File: src/rtl/core_pkg.sv
// core_pkg: types and constants shared by the front-end fetch logic.
// Holds the default datapath width, the canonical NOP encoding and the
// layout of one fetch-queue entry.
package core_pkg;

    // Default datapath / address width.
    localparam int XLEN_DEFAULT = 32;

    // addi x0, x0, 0: injected in place of an instruction fetched from a bad target.
    localparam logic [31:0] NOP_INSTR = 32'h0000_0013;

    // One decoded-side queue entry: fetch address, instruction word, misalign flag.
    typedef struct packed {
        logic [XLEN_DEFAULT-1:0] pc;
        logic [31:0]             instr;
        logic                    misalign;
    } fetch_entry_t;

    // Fetch sequencing state; HALT is only reachable when misalign checking is built in.
    typedef enum logic {
        FS_RUN  = 1'b0,
        FS_HALT = 1'b1
    } fetch_state_t;

endpackage

File: src/rtl/fetch_fifo.sv
// fetch_fifo: small synchronous FIFO with circular read/write pointers and an
// occupancy count. Used for both the instruction queue and the PC FIFO that
// pairs in-order memory responses with the address that requested them.
// clear has priority over pop; a push in the same cycle as clear lands in
// entry 0 so the FIFO restarts holding exactly that one word.
// DEPTH must be a power of two so the pointers wrap naturally.
module fetch_fifo #(
    parameter int DEPTH = 4,
    parameter int WIDTH = 32
) (
    input  logic                     clock,
    input  logic                     reset,
    input  logic                     clear,
    input  logic                     push,
    input  logic [WIDTH-1:0]         push_data,
    input  logic                     pop,
    output logic [WIDTH-1:0]         rd_data,
    output logic [$clog2(DEPTH):0]   count
);

    localparam int AW = $clog2(DEPTH);
    localparam int CW = AW + 1;

    logic [DEPTH-1:0][WIDTH-1:0] entries;
    logic [AW-1:0]               wr_ptr_reg;
    logic [AW-1:0]               rd_ptr_reg;
    logic [CW-1:0]               count_reg;
    logic                        push_ok;
    logic                        pop_ok;

    // A full FIFO refuses further pushes; an empty one ignores pops.
    assign push_ok = push & (clear | (count_reg != CW'(DEPTH)));
    assign pop_ok  = pop & ~clear & (count_reg != '0);

    genvar gi;
    generate
        for (gi = 0; gi < DEPTH; gi++) begin : g_entry
            logic [WIDTH-1:0] entry_reg;

            // Capture the pushed word in the slot the write pointer selects.
            always_ff @(posedge clock) begin
                if (reset) begin
                    entry_reg <= '0;
                end else if (push_ok && (clear ? (gi == 0) : (wr_ptr_reg == AW'(gi)))) begin
                    entry_reg <= push_data;
                end
            end

            assign entries[gi] = entry_reg;
        end
    endgenerate

    // Pointer and occupancy bookkeeping.
    always_ff @(posedge clock) begin
        if (reset) begin
            wr_ptr_reg <= '0;
            rd_ptr_reg <= '0;
            count_reg  <= '0;
        end else if (clear) begin
            wr_ptr_reg <= push_ok ? AW'(1) : '0;
            rd_ptr_reg <= '0;
            count_reg  <= push_ok ? CW'(1) : '0;
        end else begin
            if (push_ok) begin
                wr_ptr_reg <= wr_ptr_reg + AW'(1);
            end
            if (pop_ok) begin
                rd_ptr_reg <= rd_ptr_reg + AW'(1);
            end
            case ({push_ok, pop_ok})
                2'b10:   count_reg <= count_reg + CW'(1);
                2'b01:   count_reg <= count_reg - CW'(1);
                default: count_reg <= count_reg;
            endcase
        end
    end

    assign rd_data = entries[rd_ptr_reg];
    assign count   = count_reg;

endmodule

File: src/rtl/fetch_unit.sv
// fetch_unit: instruction fetch front end. Issues word-aligned requests to an
// in-order instruction memory under a credit rule (queued + in-flight never
// exceeds FQ_DEPTH), pairs each response with its PC and queues it for decode.
// A redirect flushes everything and discards the responses still in flight.
// Optional build macro FETCH_MISALIGN_CHK_EN: a redirect to a non-word-aligned
// target halts fetch and hands decode a single NOP entry flagged d_misalign;
// without it the low two target bits are simply ignored.
module fetch_unit
    import core_pkg::*;
#(
    parameter int              XLEN     = XLEN_DEFAULT,
    parameter logic [XLEN-1:0] RESET_PC = '0,
    parameter int              FQ_DEPTH = 4
) (
    input  logic            clock,
    input  logic            reset,
    output logic            imem_req_valid,
    output logic [XLEN-1:0] imem_req_addr,
    input  logic            imem_req_ready,
    input  logic            imem_resp_valid,
    input  logic [31:0]     imem_resp_data,
    input  logic            br_en,
    input  logic [XLEN-1:0] br_addr,
    output logic            d_valid,
    input  logic            d_ready,
    output logic [XLEN-1:0] d_pc,
    output logic [31:0]     d_instr
`ifdef FETCH_MISALIGN_CHK_EN
    ,
    output logic            d_misalign
`endif
);

    localparam int              CW           = $clog2(FQ_DEPTH) + 1;
    localparam logic [CW:0]     CREDIT_LIMIT = (CW + 1)'(FQ_DEPTH);
`ifdef FETCH_MISALIGN_CHK_EN
    localparam int              EW           = XLEN + 33;
`else
    localparam int              EW           = XLEN + 32;
`endif

    logic [XLEN-1:0] fetch_pc_reg;
    logic [CW-1:0]   outstanding_reg;
    logic [CW-1:0]   drop_cnt_reg;

    logic [CW-1:0]   q_count;
    logic [EW-1:0]   q_head;
    logic [EW-1:0]   q_push_data;
    logic            q_push;
    logic            q_pop;

    logic [CW-1:0]   pc_count;
    logic [XLEN-1:0] pc_head;

    logic [XLEN-1:0] br_target;
    logic            misalign_redirect;
    logic            halted;
    logic            credit_ok;
    logic            req_fire;
    logic            resp_live;

    // Fetch always restarts on a word boundary.
    assign br_target = br_addr & ~XLEN'(3);

`ifdef FETCH_MISALIGN_CHK_EN
    fetch_state_t state_reg;

    assign misalign_redirect = br_en & (br_addr[1:0] != 2'b00);
    assign halted            = (state_reg == FS_HALT);

    // Halt after a misaligned redirect; only another redirect resumes fetching.
    always_ff @(posedge clock) begin
        if (reset) begin
            state_reg <= FS_RUN;
        end else if (br_en) begin
            state_reg <= misalign_redirect ? FS_HALT : FS_RUN;
        end
    end
`else
    assign misalign_redirect = 1'b0;
    assign halted            = 1'b0;
`endif

    // Credit: every in-flight request already owns a queue slot.
    assign credit_ok      = (({1'b0, q_count} + {1'b0, outstanding_reg}) < CREDIT_LIMIT);
    assign imem_req_valid = ~reset & ~br_en & ~halted & credit_ok;
    assign imem_req_addr  = fetch_pc_reg;
    assign req_fire       = imem_req_valid & imem_req_ready;

    // A response is kept only if it belongs to a request issued after the last
    // redirect; the PC-FIFO occupancy check guards against a stray response.
    assign resp_live = imem_resp_valid & ~br_en & (drop_cnt_reg == '0) & (pc_count != '0);
    assign q_pop     = d_valid & d_ready & ~br_en;
    assign q_push    = resp_live | misalign_redirect;

`ifdef FETCH_MISALIGN_CHK_EN
    assign q_push_data = misalign_redirect ? {br_addr, NOP_INSTR, 1'b1}
                                           : {pc_head, imem_resp_data, 1'b0};
    assign {d_pc, d_instr, d_misalign} = q_head;
`else
    assign q_push_data = {pc_head, imem_resp_data};
    assign {d_pc, d_instr} = q_head;
`endif

    assign d_valid = (q_count != '0);

    // Fetch PC, in-flight request count and number of stale responses to discard.
    always_ff @(posedge clock) begin
        if (reset) begin
            fetch_pc_reg    <= RESET_PC;
            outstanding_reg <= '0;
            drop_cnt_reg    <= '0;
        end else begin
            if (br_en) begin
                fetch_pc_reg <= br_target;
                // Everything in flight is stale; a response arriving right now is
                // dropped on the spot and therefore not counted again.
                drop_cnt_reg <= outstanding_reg - CW'(imem_resp_valid);
            end else begin
                if (req_fire) begin
                    fetch_pc_reg <= fetch_pc_reg + XLEN'(4);
                end
                if (imem_resp_valid && (drop_cnt_reg != '0)) begin
                    drop_cnt_reg <= drop_cnt_reg - CW'(1);
                end
            end
            outstanding_reg <= outstanding_reg + CW'(req_fire) - CW'(imem_resp_valid);
        end
    end

    fetch_fifo #(
        .DEPTH (FQ_DEPTH),
        .WIDTH (EW)
    ) u_instr_q (
        .clock     (clock),
        .reset     (reset),
        .clear     (br_en),
        .push      (q_push),
        .push_data (q_push_data),
        .pop       (q_pop),
        .rd_data   (q_head),
        .count     (q_count)
    );

    fetch_fifo #(
        .DEPTH (FQ_DEPTH),
        .WIDTH (XLEN)
    ) u_pc_fifo (
        .clock     (clock),
        .reset     (reset),
        .clear     (br_en),
        .push      (req_fire),
        .push_data (fetch_pc_reg),
        .pop       (resp_live),
        .rd_data   (pc_head),
        .count     (pc_count)
    );

endmodule

File: config.mk
export PLATFORM = sky130hd
export DESIGN_NAME = fetch_unit
export DESIGN_NICKNAME = d
export VERILOG_FILES = /design/src/rtl/core_pkg.sv /design/src/rtl/fetch_fifo.sv /design/src/rtl/fetch_unit.sv
export SDC_FILE = /design/constraint.sdc
export NUM_CORES = 1
export LEC_CHECK = 0
export CAP_MARGIN = 10
export CORE_MARGIN = 2
export CORE_UTILIZATION = 55
export DETAILED_ROUTE_END_ITERATION = 10
export PLACE_DENSITY_LB_ADDON = 0.05
export SYNTH_ARGS = -nofsm -noshare
export SYNTH_HDL_FRONTEND = slang
export SYNTH_SLANG_ARGS = --single-unit
File: constraint.sdc
create_clock -name clock -period 3.8 [get_ports clock]
set_clock_uncertainty 0.2 [all_clocks]
set_input_delay 0.76 -clock clock [delete_from_list [all_inputs] [get_ports clock]]
set_output_delay 0.76 -clock clock [all_outputs]
set_load 0.03 [all_outputs]
==> metrics.md <==
| Metric | Value |
|---|---|
| WP data arrival | between 2000 and 3000 ps |
| Max FFs per register | between 200 and 250 |
| Critical path launch point type | flop |
| Max-Cap Viols | 0 |
| Worst setup path class | reg -> out |
| Max Fclk | around 0.28 GHz |
| Number of unique standard cell types used by synthesis | between 60 and 70 |
| R2R cell count | 9 |
| Critical-path cell list | buf_4 > mux4_2 > clkdlybuf4s50_1 |
| Area after DPL | 0.0199 mm^2 |
| Seq/Total Area, Yosys | 46.8% |
| Skew-Pair Late Insertion Delay | about 520 ps |
| Final Util | 66.2% |
| Final net count | 2275 |
| Most common cell in the netlist | nand2_1 |
| GPL Wtd Cong | slightly above 0.8 |
| Syn avg cell area | 8.48 um^2 |
| PortBufs | 161 |
| VDD IR max | 305 uV |
| Clock sink count | approximately 420 |
| Placed cells | 2581 |
| Critical path peak fanout | 18 |
| Rel. slew slack | around a quarter |
| Worst stage delay on the critical path | between 600 and 700 ps |
| FP Rows | 66 |
| Critical R2R Capture | u_pc_fifo.count[2] |
| Post-CTS setup buffers | 0 |
| Worst r2r src | u_instr_q.count[2] |
| WL per Instance | about 17 um |
| Critical Path RT | roughly 2800 ps |
| Power per cell area | 438 mW/mm^2 |
| Endpoint type of the worst setup path | output port |
| CTS clk-pin slew, worst paths | 60 ps |
| Final Critical Period | 3620 ps |
| Setup tns final | 0 ps |
| Fin crit share | a little over nine tenths |
| Sw Share | 22.4% |
| Post-synth top area cell | dfxtp_1 |
| Count of pins over their slew limit | 0 |
| DRT Wirelength | roughly 46 mm |
| Status | completed |
| Final non-filler cell total | approximately 2700 |
| Number of antenna violations at the first check in global routing | 0 |
| GRT Residual Overflow | 0 |
| Mapped Area | about 0.018 mm^2 |
| RSZ-0062 raised after global routing | false |
| Post-route ant nets | 0 |
| R2r setup slk | 760 ps |
| Crit path max-delay family | buffers and inverters |
| Pin count of the biggest net entering global routing | between 200 and 250 |
| Post-synth top area share | ~47% |
| Seq pwr share | approximately half |
| Hold Slack | around 250 ps |
| Area grow syn2layout | 19.4% |
| All-Layer GR Usage | between 20% and 30% |
| Measured slew at the worst slew-check pin | 1130 ps |
| TritonCTS clock tree | yes |
| Design area | 0.0214 mm^2 |
| Leak pwr | 6.79 nW |
| Vias/cell | 5.63 |
| YS warnings | 0 |
| Global-route wire length before repair | 74.8 mm |
| Detailed-route via count | 15000 |
| Cts repair resizes | 0 |
| Cts hold-fix bufs | 0 |
| Critical hold path startpoint | u_pc_fifo.g_entry[0].entry_reg[19] |
| Die area | 0.0340 mm^2 |
| Net switching power | 2.09 mW |
| Number of register bits inferred by synthesis | around 420 |
| Share of cells above drive strength 1 | between 10% and 20% |
| Die Height | 184 um |
| Starting Density | a little under three fifths |
| P_int | about 7.3 mW |
| 1st-pass router iterations | 6 |
| Synthesized instance count | between 2000 and 2500 |
| Clk network pwr share | between 40% and 50% |
| Vias in the first global route | between 10000 and 15000 |
| Slowest-stage cell, CP | clkdlybuf4s50_1 |
| Hold path endpoint | u_pc_fifo.g_entry[0].entry_reg[19] |
| Synth cell count leaders | 779 x nand2_1, 418 x dfxtp_1, 380 x a21oi_1 |
| Post-route DRC | 0 |
| Fraction of registers with async set/reset | 0% |
| N_diodes | 0 |
| CTS Root Cell | clkbuf_16 |
| Primary FF master, synth | dfxtp_1 |
| Num CTS Buffers | 44 |
| Clock Tree Buf Depth | 3 |
| Logic pwr share | under 10% |
| EDFF count, synth | 0 |
| Core ar. | 0.0323 mm^2 |
| Setup-failing EPs final | 0 |
| Io pins | around 170 |
| Dpl hpwl | between 20 and 30 mm |
| DIE WIDTH | roughly 180 um |
| Final hold violations | 0 |
| CP bufs+invs | 2 |
| DRT iter0 DRCs | 1074 |
| Hold Path Depth | 2 |
| H-tree Lvls | 2 |
| HP Class | reg -> reg |
| Synth area leaders | dfxtp_1 47%, nand2_1 16%, mux4_2 12%, a21oi_1 11%, clkbuf_1 2.7% |
-- worst min-delay path: cells and delay by family (launching register included) --
kind,cells,cell delay [ps]
and+or+nand+nor,1,50
AOI/OAI and AO/OA,1,50
DFF,1,310
-- metrics by stage --
step | power [mW] | setup slack [ps]
final | 9.35 | 184
after CTS | 9.42 | 143
after global placement | 5.14 | 348
after global routing | 9.66 | 89.6
after floorplan | 4.93 | 409
after detailed placement | 5.15 | 300
-- cell type report --
class                   instances  area [um^2]
repair buffers                209         2200
fillers                      2644        10900
clock inverters                 8          121
multi-input cells            1496         8710
inverters                      16         60.1
well taps                     442          553
flip-flops and latches        418         8370
clock buffers                  69         1340
-- placed cells by master (no fill, tap or decap), types with 8 or more instances in the layout --
cell type / n
a21oi_1: 380
nor3_1: 11
buf_12: 18
clkdlybuf4s50_1: 159
xnor2_1: 19
nand3_1: 16
ha_1: 17
clkbuf_16: 45
mux4_2: 92
clkbuf_8: 12
and2_1: 11
nand2_1: 776
nor2_1: 38
buf_4: 31
dfxtp_1: 415
or4_1: 8
inv_1: 14
clkbuf_1: 12
a31oi_1: 11
-- kinds of logic (layout without fill, tap and decap cells) --
| group | after synthesis | in the layout | share of synthesized area, % |
|---|---|---|---|
| buffers and inverters | 199 | 302 | 4.73 |
| adders and majority gates | 20 | 20 | 1.52 |
| other | 1 | 4 | 0.0210 |
| and+or+nand+nor | 914 | 914 | 21.0 |
| AOI/OAI and AO/OA | 437 | 437 | 13.0 |
| xor gates and xnor gates | 26 | 26 | 1.27 |
| DFF | 418 | 418 | 46.8 |
| muxes | 95 | 95 | 11.7 |
-- how the worst max path moves through the flow --
stage | from | to | slack [ps] | depth (start not counted)
final | u_instr_q.rd_ptr_reg[0] | d_pc[14] | 180 | 3
after global routing | u_instr_q.rd_ptr_reg[0] | d_pc[14] | 90 | 3
after CTS | u_instr_q.rd_ptr_reg[0] | d_pc[14] | 140 | 3
after detailed placement | br_en | u_pc_fifo.count[2] | 300 | 9
after global placement | br_en | outstanding_reg[2] | 350 | 12
after floorplan | br_en | outstanding_reg[2] | 410 | 14
-- per-layer routing --
layer	GRT usage (%)	routed length (um)
met1	35.8	20200
met3	3.81	2730
met5	0	0
met2	47.3	22800
met4	5.86	558
-- power by group through the flow --
stage	Sequential, mW	Clock (mW)	Combinational (mW)
final	4.51	4.29	0.547
after global routing	4.52	4.54	0.594
after CTS	4.51	4.36	0.548
after global placement	4.61	0	0.535
after floorplan	4.60	0	0.325
after detailed placement	4.61	0	0.541
Note: power is estimated with default switching activity, not from simulation.
